**src/rtl/vga_gpu_pkg.sv**
```systemverilog
// Shared definitions for the VGA GPU command path.
//
// Contents:
//   - 4-bit opcode constants carried in bits [3:0] of every instruction word
//   - issue_state_t : state encoding of the instruction issue FSM
//   - is_sprite()   : true when an instruction word carries SET_SPRITE
package vga_gpu_pkg;

    localparam logic [3:0] SET_BG_COLOR       = 4'h1;
    localparam logic [3:0] SET_RED_BG_COLOR   = 4'h2;
    localparam logic [3:0] SET_GREEN_BG_COLOR = 4'h3;
    localparam logic [3:0] SET_BLUE_BG_COLOR  = 4'h4;
    localparam logic [3:0] SET_PIXEL          = 4'h5;
    localparam logic [3:0] CLEAR_SCREEN       = 4'h6;
    localparam logic [3:0] SET_CURSOR         = 4'h7;
    localparam logic [3:0] SET_SPRITE         = 4'h8;

    typedef enum logic [1:0] {
        ST_IDLE  = 2'd0,
        ST_ISSUE = 2'd1,
        ST_HOLD  = 2'd2
    } issue_state_t;

    function automatic logic is_sprite(input logic [31:0] word);
        return word[3:0] == SET_SPRITE;
    endfunction

endpackage

```
**src/rtl/sync_fifo.sv**
```systemverilog
// Single-clock FIFO with show-ahead head output.
//
// Ports:
//   clk, reset  : clock and asynchronous active-high reset (empties the FIFO)
//   push        : write push_data; accepted when not full, or when full and
//                 a pop happens on the same edge
//   pop         : remove the head word (ignored when empty)
//   head        : word at the read pointer, valid whenever empty is 0
//   level       : registered occupancy, 0..DEPTH
//   full, empty : decoded from level
module sync_fifo #(
    parameter int WIDTH = 32,
    parameter int DEPTH = 16
) (
    input  logic                   clk,
    input  logic                   reset,
    input  logic                   push,
    input  logic [WIDTH-1:0]       push_data,
    input  logic                   pop,
    output logic [WIDTH-1:0]       head,
    output logic [$clog2(DEPTH):0] level,
    output logic                   full,
    output logic                   empty
);

    localparam int AW = $clog2(DEPTH);
    localparam logic [AW:0] FULL_LEVEL = (AW+1)'(DEPTH);

    logic [WIDTH-1:0] mem [DEPTH];
    logic [AW-1:0]    wr_ptr;
    logic [AW-1:0]    rd_ptr;
    logic             do_push;
    logic             do_pop;

    assign full    = (level == FULL_LEVEL);
    assign empty   = (level == '0);
    assign do_pop  = pop && !empty;
    // When full, the slot being vacated by a same-edge pop is the one written.
    assign do_push = push && (!full || do_pop);
    assign head    = mem[rd_ptr];

    always_ff @(posedge clk) begin
        if (do_push) begin
            mem[wr_ptr] <= push_data;
        end
    end

    // DEPTH is a power of two, so the pointers wrap on their own.
    always_ff @(posedge clk or posedge reset) begin
        if (reset) begin
            wr_ptr <= '0;
            rd_ptr <= '0;
            level  <= '0;
        end else begin
            if (do_push) wr_ptr <= wr_ptr + 1'b1;
            if (do_pop)  rd_ptr <= rd_ptr + 1'b1;
            case ({do_push, do_pop})
                2'b10:   level <= level + 1'b1;
                2'b01:   level <= level - 1'b1;
                default: level <= level;
            endcase
        end
    end

endmodule

```
**src/rtl/instruction_queue.sv**
```systemverilog
// Instruction queue between the serial command receiver and the pixel
// generator. Bytes are assembled little-endian into 32-bit words, buffered
// in a FIFO and issued one per cycle; after a SET_SPRITE word the issuer
// idles for SPRITE_GAP cycles.
//
// Optional feature: define INSTR_BLANK_GATE_EN to issue words only while
// i_blank is high. Without it i_blank is ignored.
//
// Ports:
//   i_clk, i_reset      : clock, asynchronous active-high reset
//   i_byte/i_byte_valid : command byte and its one-cycle strobe
//   i_resync            : restart word assembly at byte 0
//   i_blank             : display blanking (gating feature only)
//   i_clear_overflow    : clear the sticky overflow flag
//   o_instruction       : issued word, zero when o_instruction_ready is low
//   o_instruction_ready : one-cycle strobe per issued word
//   o_level, o_full     : FIFO occupancy and full flag
//   o_overflow          : sticky, set when a completed word is dropped
module instruction_queue
    import vga_gpu_pkg::*;
#(
    parameter int DEPTH      = 16,
    parameter int SPRITE_GAP = 8
) (
    input  logic                   i_clk,
    input  logic                   i_reset,
    input  logic [7:0]             i_byte,
    input  logic                   i_byte_valid,
    input  logic                   i_resync,
    input  logic                   i_blank,
    input  logic                   i_clear_overflow,
    output logic [31:0]            o_instruction,
    output logic                   o_instruction_ready,
    output logic [$clog2(DEPTH):0] o_level,
    output logic                   o_full,
    output logic                   o_overflow
);

    localparam int GW = $clog2(SPRITE_GAP + 1);

    logic [1:0]   byte_cnt;
    logic [1:0]   slot;
    logic [7:0]   byte0;
    logic [7:0]   byte1;
    logic [7:0]   byte2;
    logic         word_done;
    logic [31:0]  word;
    logic [31:0]  head;
    logic         fifo_empty;
    logic         pop;
    logic         blank_ok;
    issue_state_t state;
    logic [GW-1:0] gap_cnt;

`ifdef INSTR_BLANK_GATE_EN
    assign blank_ok = i_blank;
`else
    logic unused_blank;
    assign unused_blank = i_blank;
    assign blank_ok     = 1'b1;
`endif

    // A resync on the same cycle as a byte makes that byte the new byte 0.
    assign slot      = i_resync ? 2'd0 : byte_cnt;
    assign word_done = i_byte_valid && (slot == 2'd3);
    assign word      = {i_byte, byte2, byte1, byte0};

    always_ff @(posedge i_clk or posedge i_reset) begin
        if (i_reset) begin
            byte_cnt <= 2'd0;
        end else if (i_byte_valid) begin
            byte_cnt <= slot + 2'd1;
        end else if (i_resync) begin
            byte_cnt <= 2'd0;
        end
    end

    always_ff @(posedge i_clk) begin
        if (i_byte_valid) begin
            case (slot)
                2'd0:    byte0 <= i_byte;
                2'd1:    byte1 <= i_byte;
                2'd2:    byte2 <= i_byte;
                default: ;
            endcase
        end
    end

    sync_fifo #(
        .WIDTH (32),
        .DEPTH (DEPTH)
    ) u_fifo (
        .clk       (i_clk),
        .reset     (i_reset),
        .push      (word_done),
        .push_data (word),
        .pop       (pop),
        .head      (head),
        .level     (o_level),
        .full      (o_full),
        .empty     (fifo_empty)
    );

    // While in ISSUE, o_instruction still holds the word being issued, so
    // its opcode decides whether the next pop may happen back-to-back.
    always_comb begin
        pop = 1'b0;
        case (state)
            ST_IDLE:  pop = !fifo_empty && blank_ok;
            ST_ISSUE: pop = !is_sprite(o_instruction) && !fifo_empty && blank_ok;
            default:  pop = 1'b0;
        endcase
    end

    always_ff @(posedge i_clk or posedge i_reset) begin
        if (i_reset) begin
            state               <= ST_IDLE;
            gap_cnt             <= '0;
            o_instruction       <= 32'h0;
            o_instruction_ready <= 1'b0;
        end else begin
            o_instruction_ready <= pop;
            o_instruction       <= pop ? head : 32'h0;
            case (state)
                ST_IDLE: begin
                    if (pop) state <= ST_ISSUE;
                end
                ST_ISSUE: begin
                    if (is_sprite(o_instruction)) begin
                        state   <= ST_HOLD;
                        gap_cnt <= '0;
                    end else if (!pop) begin
                        state <= ST_IDLE;
                    end
                end
                ST_HOLD: begin
                    if (gap_cnt == GW'(SPRITE_GAP - 1)) state <= ST_IDLE;
                    else gap_cnt <= gap_cnt + 1'b1;
                end
                default: state <= ST_IDLE;
            endcase
        end
    end

    // A drop on the same edge as a clear request keeps the flag set.
    always_ff @(posedge i_clk or posedge i_reset) begin
        if (i_reset) begin
            o_overflow <= 1'b0;
        end else if (word_done && o_full && !pop) begin
            o_overflow <= 1'b1;
        end else if (i_clear_overflow) begin
            o_overflow <= 1'b0;
        end
    end

endmodule

```
**config.mk**
```make
export PLATFORM = sky130hd
export DESIGN_NAME = instruction_queue
export DESIGN_NICKNAME = d
export VERILOG_FILES = /design/src/rtl/vga_gpu_pkg.sv /design/src/rtl/sync_fifo.sv /design/src/rtl/instruction_queue.sv
export SDC_FILE = /design/constraint.sdc
export NUM_CORES = 1
export LEC_CHECK = 0
export ABC_AREA = 1
export CAP_MARGIN = 20
export CORE_UTILIZATION = 35
export CTS_BUF_LIST = sky130_fd_sc_hd__clkbuf_2
export CTS_CLUSTER_DIAMETER = 60
export CTS_CLUSTER_SIZE = 25
export DETAILED_ROUTE_END_ITERATION = 10
export PLACE_DENSITY = 0.58
export SETUP_SLACK_MARGIN = 0.3
export SYNTH_ARGS = -nofsm -noshare
export SYNTH_HDL_FRONTEND = slang
export SYNTH_SLANG_ARGS = --single-unit
export TNS_END_PERCENT = 5
```
**constraint.sdc**
```tcl
create_clock -name i_clk -period 5 [get_ports i_clk]
set_input_delay 0.75 -clock i_clk [delete_from_list [all_inputs] [get_ports i_clk]]
set_output_delay 0.75 -clock i_clk [all_outputs]
set_load 0.005 [all_outputs]
```
==> qor.tcl, run 1 <==
set qor(outcome) {complete, but fails checks}
set qor(violated_checks) {DRC}
set qor(synth-edff-count) 536
set qor(io_buffers) 52
set qor(route.final.wire_length_um) 55400
set qor(tritoncts.num_buffers) 40
set qor(row_count) 94
set qor(final.min_clock_period_ns) 3.37
set qor(antenna_found_initial) 1
set qor(finalNonFillerCells) 2789
set qor(routed-via-count) 14100
set qor(first_global_vias) 13500
set qor(final-max-slew-violation-count) 0
set qor(syn_avg_cell_area_um2) 12.5
set qor(postSynthRegisterBits) 591
set qor(worst_slew_margin_rel_pct) 30.2
set qor(library_cell_with_the_largest_summed_area_after_synthesis) {edfxtp_1}
set qor(synthesized_netlist_net_count) 1909
set qor(clkSlewWorstSetupHoldPaths_ns) 0.38
set qor(setup-violations-final) 0
set qor(yosysUniqueCellTypes) 33
set qor(h_tree_levels) 2
set qor(clk_latency_ns) 1.18
set qor(mostFrequentLayoutCells) {nand2_1 (604), edfxtp_1 (536), nand3_1 (254)}
set qor(placed_instance_area_um2) 24800
set qor(synthToLayoutAreaGrowth_pct) 8.11
set qor(layout.cells.most_common) {nand2_1}
set qor(setup-tns-final_ns) 0
set qor(cts_resized) 0
set qor(p_leak_nw) 8.90
set qor(globalRouteTotalUtil_pct) 16.3
set qor(synth_ff_type) {edfxtp_1}
set qor(max_capacitance_violation_count) 0
set qor(design.portCount) 54
set qor(yosys_warn_count) 0
set qor(cp.required_ns) 6.01
set qor(global_route.overflow_total) 0
set qor(p_total_mw) 12.7
set qor(slew_at_the_pin_closest_to_its_max_slew_limit_ns) 1.05
set qor(route.detailed.vias_per_inst) 5.05
set qor(library_cell_used_as_clock_root_buffer) {clkbuf_2}
set qor(vdd_ir_max_v) 0.000735
set qor(avgRoutedWirePerCell_um) 19.9
set qor(synth_sequential_area_ratio_pct) 74.5
set qor(worst_path_arrival_time_ns) 4.39
set qor(detailedRoute.firstPassIterationCount) 8
set qor(place_hpwl_um) 29500
set qor(worstSetupStartpointType) {flop}
set qor(crit_fanout) 23
set qor(grt_start_max_net_pins) 218
set qor(drcViolationCount) 4
set qor(tritoncts) {built}
set qor(start_util_pct) 35.5
set qor(finalHoldViolCount) 0
set qor(synth_area_um2) 23400
set qor(fmaxAchievable_ghz) 0.297
set qor(detailedRoute.firstIterationViolations) 1337
set qor(final_std_cell_area_no_fill_um2) 25400
set qor(post-cts-setup-buffer-count) 0
set qor(hold_buffers) 1
set qor(critical_path_class) {reg -> reg}
set qor(p_per_area_nw_per_um2) 501
set qor(timing.hold.worst.class) {in -> reg}
set qor(ant_nets) 0
set qor(setup.worst_path.end_class) {flop}
set qor(finalClockSkew_ns) 0.174
set qor(async_reset_ff_share_pct) 9.31
set qor(dp.cells) 2713
set qor(placeableCoreArea_um2) 66000
set qor(synth_top_area_share_pct) 68.6
set qor(post_route_cells_drive_above_1_share_pct) 7.64
set qor(synth.area.top_cells) {edfxtp_1 (69%), nand2_1 (9.7%), dfrtp_1 (5.9%)}
set qor(grt_setup_unrepaired) {no}
set qor(dieArea_um2) 68000
set qor(synthCells) 1878
set qor(cts.sink_count) 591
set qor(place_congestion) 0.788
set qor(chipWidth_um) 261
set qor(die_height_um) 261
set qor(clk_path_buf_depth) 3
set qor(grt_pass1_wl_um) 83800
set qor(final.period_utilization_pct) 67.4
set qor(final_nets) 1923
[power breakdown]
| part | switching (mW) | leakage, nW | total (mW) | internal, mW |
|---|---|---|---|---|
| Sequential | 0.385 | 5.50 | 6.01 | 5.62 |
| Clock | 1.72 | 0.338 | 2.13 | 0.408 |
| Combinational | 3.07 | 3.07 | 4.57 | 1.50 |
[final timing paths]
path / startpoint / to / slack, ns / cells past startpoint
worst max-delay path: o_instruction[1] / u_fifo.level[4] / 1.63 / 14
worst min-delay path: i_clear_overflow / o_overflow / 0.24 / 2
worst max register to register: o_instruction[1] / u_fifo.level[4] / 1.63 / 14
worst min register to register: u_fifo.wr_ptr[3] / u_fifo.wr_ptr[3] / 0.55 / 1
max in group asynchronous: i_reset / u_fifo.rd_ptr[2] / 3.52 / 4
min in group asynchronous: i_reset / o_instruction_ready / 0.49 / 3
[final cells by class]
type / instances / area (um2)
Tap cell: 864 / 1080
Timing Repair Buffer: 82 / 761
Clock inverter: 28 / 329
Fill cell: 6192 / 40600
Antenna cell: 1 / 2.50
Multi-Input combinational cell: 1142 / 5320
Clock buffer: 46 / 230
Sequential cell: 591 / 17500
Inverter: 35 / 143
[sequential cells by signal, indices dropped and copies added (netlist names)]
signal and cells:
u_fifo.mem 512, o_instruction 32, byte0 8, byte1 8, byte2 8, u_fifo.level 5
gap_cnt 4, u_fifo.rd_ptr 4, u_fifo.wr_ptr 4, byte_cnt 2, state 2, o_instruction_ready 1
o_overflow 1
[through the flow]
stage / worst slack, ns / hold WS (ns) / utilization, %
2_1_floorplan: 1.62 / 0.478 / -
3_3_place_gp: 1.22 / 0.503 / 37.6
3_5_place_dp: 1.16 / 0.514 / 37.6
4_1_cts: 1.60 / 0.104 / 38.4
5_1_grt: 1.34 / 0.142 / 38.4
6_report: 1.63 / 0.237 / 38.4
[Yosys cell counts, drive strengths merged (2+ instances only)]
library cell and instances:
o21ai 24, a21oi 98, inv 35, o22ai 19, a211oi 14, dfrtp 55
buf 88, xnor2 2, nand2 609, edfxtp 536, clkbuf 22, nor3 19
nor2 59, a31oi 14, ha 16, xor2 8, nand3 255
[layer usage]
metal  global-route usage [%]  part of all wire, %
met4                     4.27                  2.1
met1                     23.2                   45
met5                        0                    0
met2                     26.1                   47
met3                     2.34                  5.6
[critical path, cell delays in order, from the launching register on]
cell and delay (ns):
dfrtp_1 0.47, nor2_1 0.56, nand2_1 0.15, nand3_1 0.15, nand2_2 0.42, nand2_2 0.33, inv_1 0.13, ha_1 0.38
nand2_1 0.06, o21ai_0 0.23, nand3_1 0.11, nand2_1 0.09, nand3_1 0.08, nand2_1 0.07, inv_1 0.03
[logic make-up (layout without fill, tap and decap cells)]
kind of cell,Yosys count,after routing,synth area share (%)
buffers and inverters,145,191,3.31
adder cells (fa/ha/maj),17,17,0.939
XOR/XNOR,10,10,0.374
AO/OA/AOI/OAI,171,171,4.17
AND/OR/NAND/NOR,944,944,16.7
flip-flops,591,591,74.5
other,0,1,0
(Power assumes the default switching activity.)
==> run 2: changes to the inputs <==
--- a/config.mk
+++ b/config.mk
@@ -12,7 +12,7 @@
 export CTS_CLUSTER_DIAMETER = 60
 export CTS_CLUSTER_SIZE = 25
 export DETAILED_ROUTE_END_ITERATION = 10
-export PLACE_DENSITY = 0.58
+export PLACE_DENSITY = 0.6
 export SETUP_SLACK_MARGIN = 0.3
 export SYNTH_ARGS = -nofsm -noshare
 export SYNTH_HDL_FRONTEND = slang
==> constraint.sdc (replaced) <==
create_clock -name i_clk -period 3.1 [get_ports i_clk]
set_input_delay 0.465 -clock i_clk [delete_from_list [all_inputs] [get_ports i_clk]]
set_output_delay 0.465 -clock i_clk [all_outputs]
set_load 0.005 [all_outputs]
==> run 2 against run 1 <==
Compared with the run above: the run still ends with DRC left; sequential cell count unchanged; utilization grew 0.78 points; critical path depth fell by 12; largest power group unchanged.
==> qor.tcl, run 2 (synthesis results as in run 1) <==
set qor(critical_path_class) {reg -> out}
set qor(place_hpwl_um) 31100
set qor(slew_at_the_pin_closest_to_its_max_slew_limit_ns) 0.985
set qor(clk_path_buf_depth) 3
set qor(tritoncts) {built}
set qor(post_route_cells_drive_above_1_share_pct) 8.87
set qor(design.portCount) 54
set qor(p_per_area_nw_per_um2) 805
set qor(global_route.overflow_total) 0
set qor(setup-tns-final_ns) 0
set qor(finalHoldViolCount) 0
set qor(grt_start_max_net_pins) 186
set qor(critical_path.startpoint) {u_fifo.level[3]}
set qor(cpPeakStageDelay_ns) 0.49
set qor(tritoncts.num_buffers) 40
set qor(fillCellCount) 6164
set qor(crit_fanout) 3
set qor(whs_path_depth) 3
set qor(max_capacitance_violation_count) 0
set qor(worst_slew_margin_rel_pct) 34.1
set qor(combinational_fraction_of_design_power_pct) 37.4
set qor(clkSlewWorstSetupHoldPaths_ns) 0.33
set qor(worst_path_arrival_time_ns) 2.14
set qor(setup-violations-final) 0
set qor(row_count) 94
set qor(final_nets) 1952
set qor(final.period_utilization_pct) 83.9
set qor(max_ffs_per_register) 512
set qor(finalClockSkew_ns) 0.164
set qor(mostFrequentLayoutCells) {nand2_1 (604), edfxtp_1 (536), nand3_1 (254)}
set qor(power.switching_fraction_pct) 40.0
set qor(vdd_ir_max_v) 0.000719
set qor(worstSetupStartpointType) {flop}
set qor(start_util_pct) 35.5
set qor(placeableCoreArea_um2) 66000
set qor(final.min_clock_period_ns) 2.60
set qor(reg2regPathDepth) 16
set qor(route.final.wire_length_um) 55600
set qor(grt_pass1_wl_um) 85400
set qor(io_buffers) 52
set qor(critical-path-slowest-cell) {clkdlybuf4s50_1}
set qor(detailedRoute.firstIterationViolations) 1516
set qor(avgRoutedWirePerCell_um) 19.7
set qor(fmaxAchievable_ghz) 0.384
set qor(ant_nets) 0
set qor(power.sequential.fraction_pct) 45.7
set qor(h_tree_levels) 2
set qor(p_leak_nw) 9.12
set qor(chipWidth_um) 261
set qor(die_height_um) 261
set qor(violated_checks) {DRC}
set qor(cellInternalPower_mw) 12.5
set qor(drcViolationCount) 3
set qor(route.detailed.vias_per_inst) 5.03
set qor(place_congestion) 0.767
set qor(placed_instance_area_um2) 25200
set qor(min-delay-start) {i_byte_valid}
set qor(globalRouteTotalUtil_pct) 16.5
set qor(cts.sink_count) 591
set qor(reg2reg_from) {o_instruction[0]}
set qor(layout.cells.most_common) {nand2_1}
set qor(clk_latency_ns) 1.18
set qor(setup.worst_path.end_class) {output pin}
set qor(timing.hold.worst.class) {in -> reg}
set qor(critical_path.cell_chain) {buf_4, clkdlybuf4s50_1}
set qor(first_global_vias) 13800
set qor(most_flop_heavy_register) {u_fifo.mem}
set qor(p_clk_share_pct) 16.9
set qor(final-max-slew-violation-count) 0
set qor(cp.required_ns) 2.63
set qor(synthToLayoutAreaGrowth_pct) 10.3
set qor(antenna_found_initial) 2
set qor(grt_setup_unrepaired) {no}
set qor(dieArea_um2) 68000
set qor(outcome) {complete, but fails checks}
set qor(routed-via-count) 14200
set qor(library_cell_used_as_clock_root_buffer) {clkbuf_2}
set qor(final_std_cell_area_no_fill_um2) 25900
set qor(detailedRoute.firstPassIterationCount) 8
set qor(largestRegisters) {u_fifo.mem (512), o_instruction (32)}
set qor(power_spent_charging_and_discharging_nets_mw) 8.33
==> run 2: changes by cell type in the layout (fill, tap and decap cells not counted), sizes merged, moves of 2 or more <==
cell and delta:
buf +27, bufinv +2, clkbuf -2, dlygate4sd3 +2
==> run 2: worst max-delay path: cells and delay by family, from the launching register on <==
family | cells | cell delay, ns
buffers and inverters | 2 | 0.62
flip-flops | 1 | 0.45
==> run 2: layer usage <==
layer / track usage [%] / wire length (um) / up-vias
met2: 26.7 / 26200 / 346
met4: 3.46 / 941 / 0
met5: 0 / 0 / -
li1: - / - / 6698
met3: 2.28 / 2800 / 65
met1: 23.7 / 25700 / 7073
==> run 2: area by class of cell <==
cell class                      instances  area [um2]  area share, %
Sequential cell                       591       17500           67.6
Multi-Input combinational cell       1142        5330           20.6
Timing Repair Buffer                  111        1260           4.86
Tap cell                              864        1080           4.18
Clock inverter                         28         353           1.36
Clock buffer                           44         220          0.851
Inverter                               35         140          0.542
Antenna cell                            2        5.00         0.0193
==> run 2: worst paths after layout <==
| kind | end | slack [ns] |
|---|---|---|
| setup / recovery | o_level[3] | 0.50 |
| hold / removal | byte_cnt[1] | 0.11 |
| setup reg to reg | u_fifo.level[4] | 0.66 |
| hold reg to reg | state[1] | 0.56 |
| max in group asynchronous | o_instruction[8] | 2.24 |
| min in group asynchronous | byte_cnt[1] | 0.16 |
==> run 2: timing repair <==
item | in CTS | in global routing
gates resized for setup | 3 | 0
endpoints found under the hold margin | 57 | 0
setup buffers | 6 | 0
hold buffers | 3 | 0
endpoints found under the setup margin | 1 | 0
==> run 2: per-stage QoR <==
step	setup WS, ns	power, mW	util (%)	hold WS (ns)	std cells
after CTS	0.373	21.0	39.2	0.00132	2815
after floorplan	0.00649	14.9	-	0.478	1878
after global placement	0.256	17.4	38.2	0.496	2734
final	0.499	20.8	39.2	0.113	2817
after global routing	0.307	22.1	39.2	0.0176	2817
after detailed placement	0.275	17.5	38.2	0.512	2734
==> run 2: power groups by stage <==
stage	clock, mW	sequential [mW]	combinational [mW]
floorplan	0	9.42	5.45
global placement	0	9.70	7.65
detailed placement	0	9.71	7.76
CTS	3.61	9.53	7.88
global route	3.88	9.58	8.68
finish	3.51	9.51	7.79
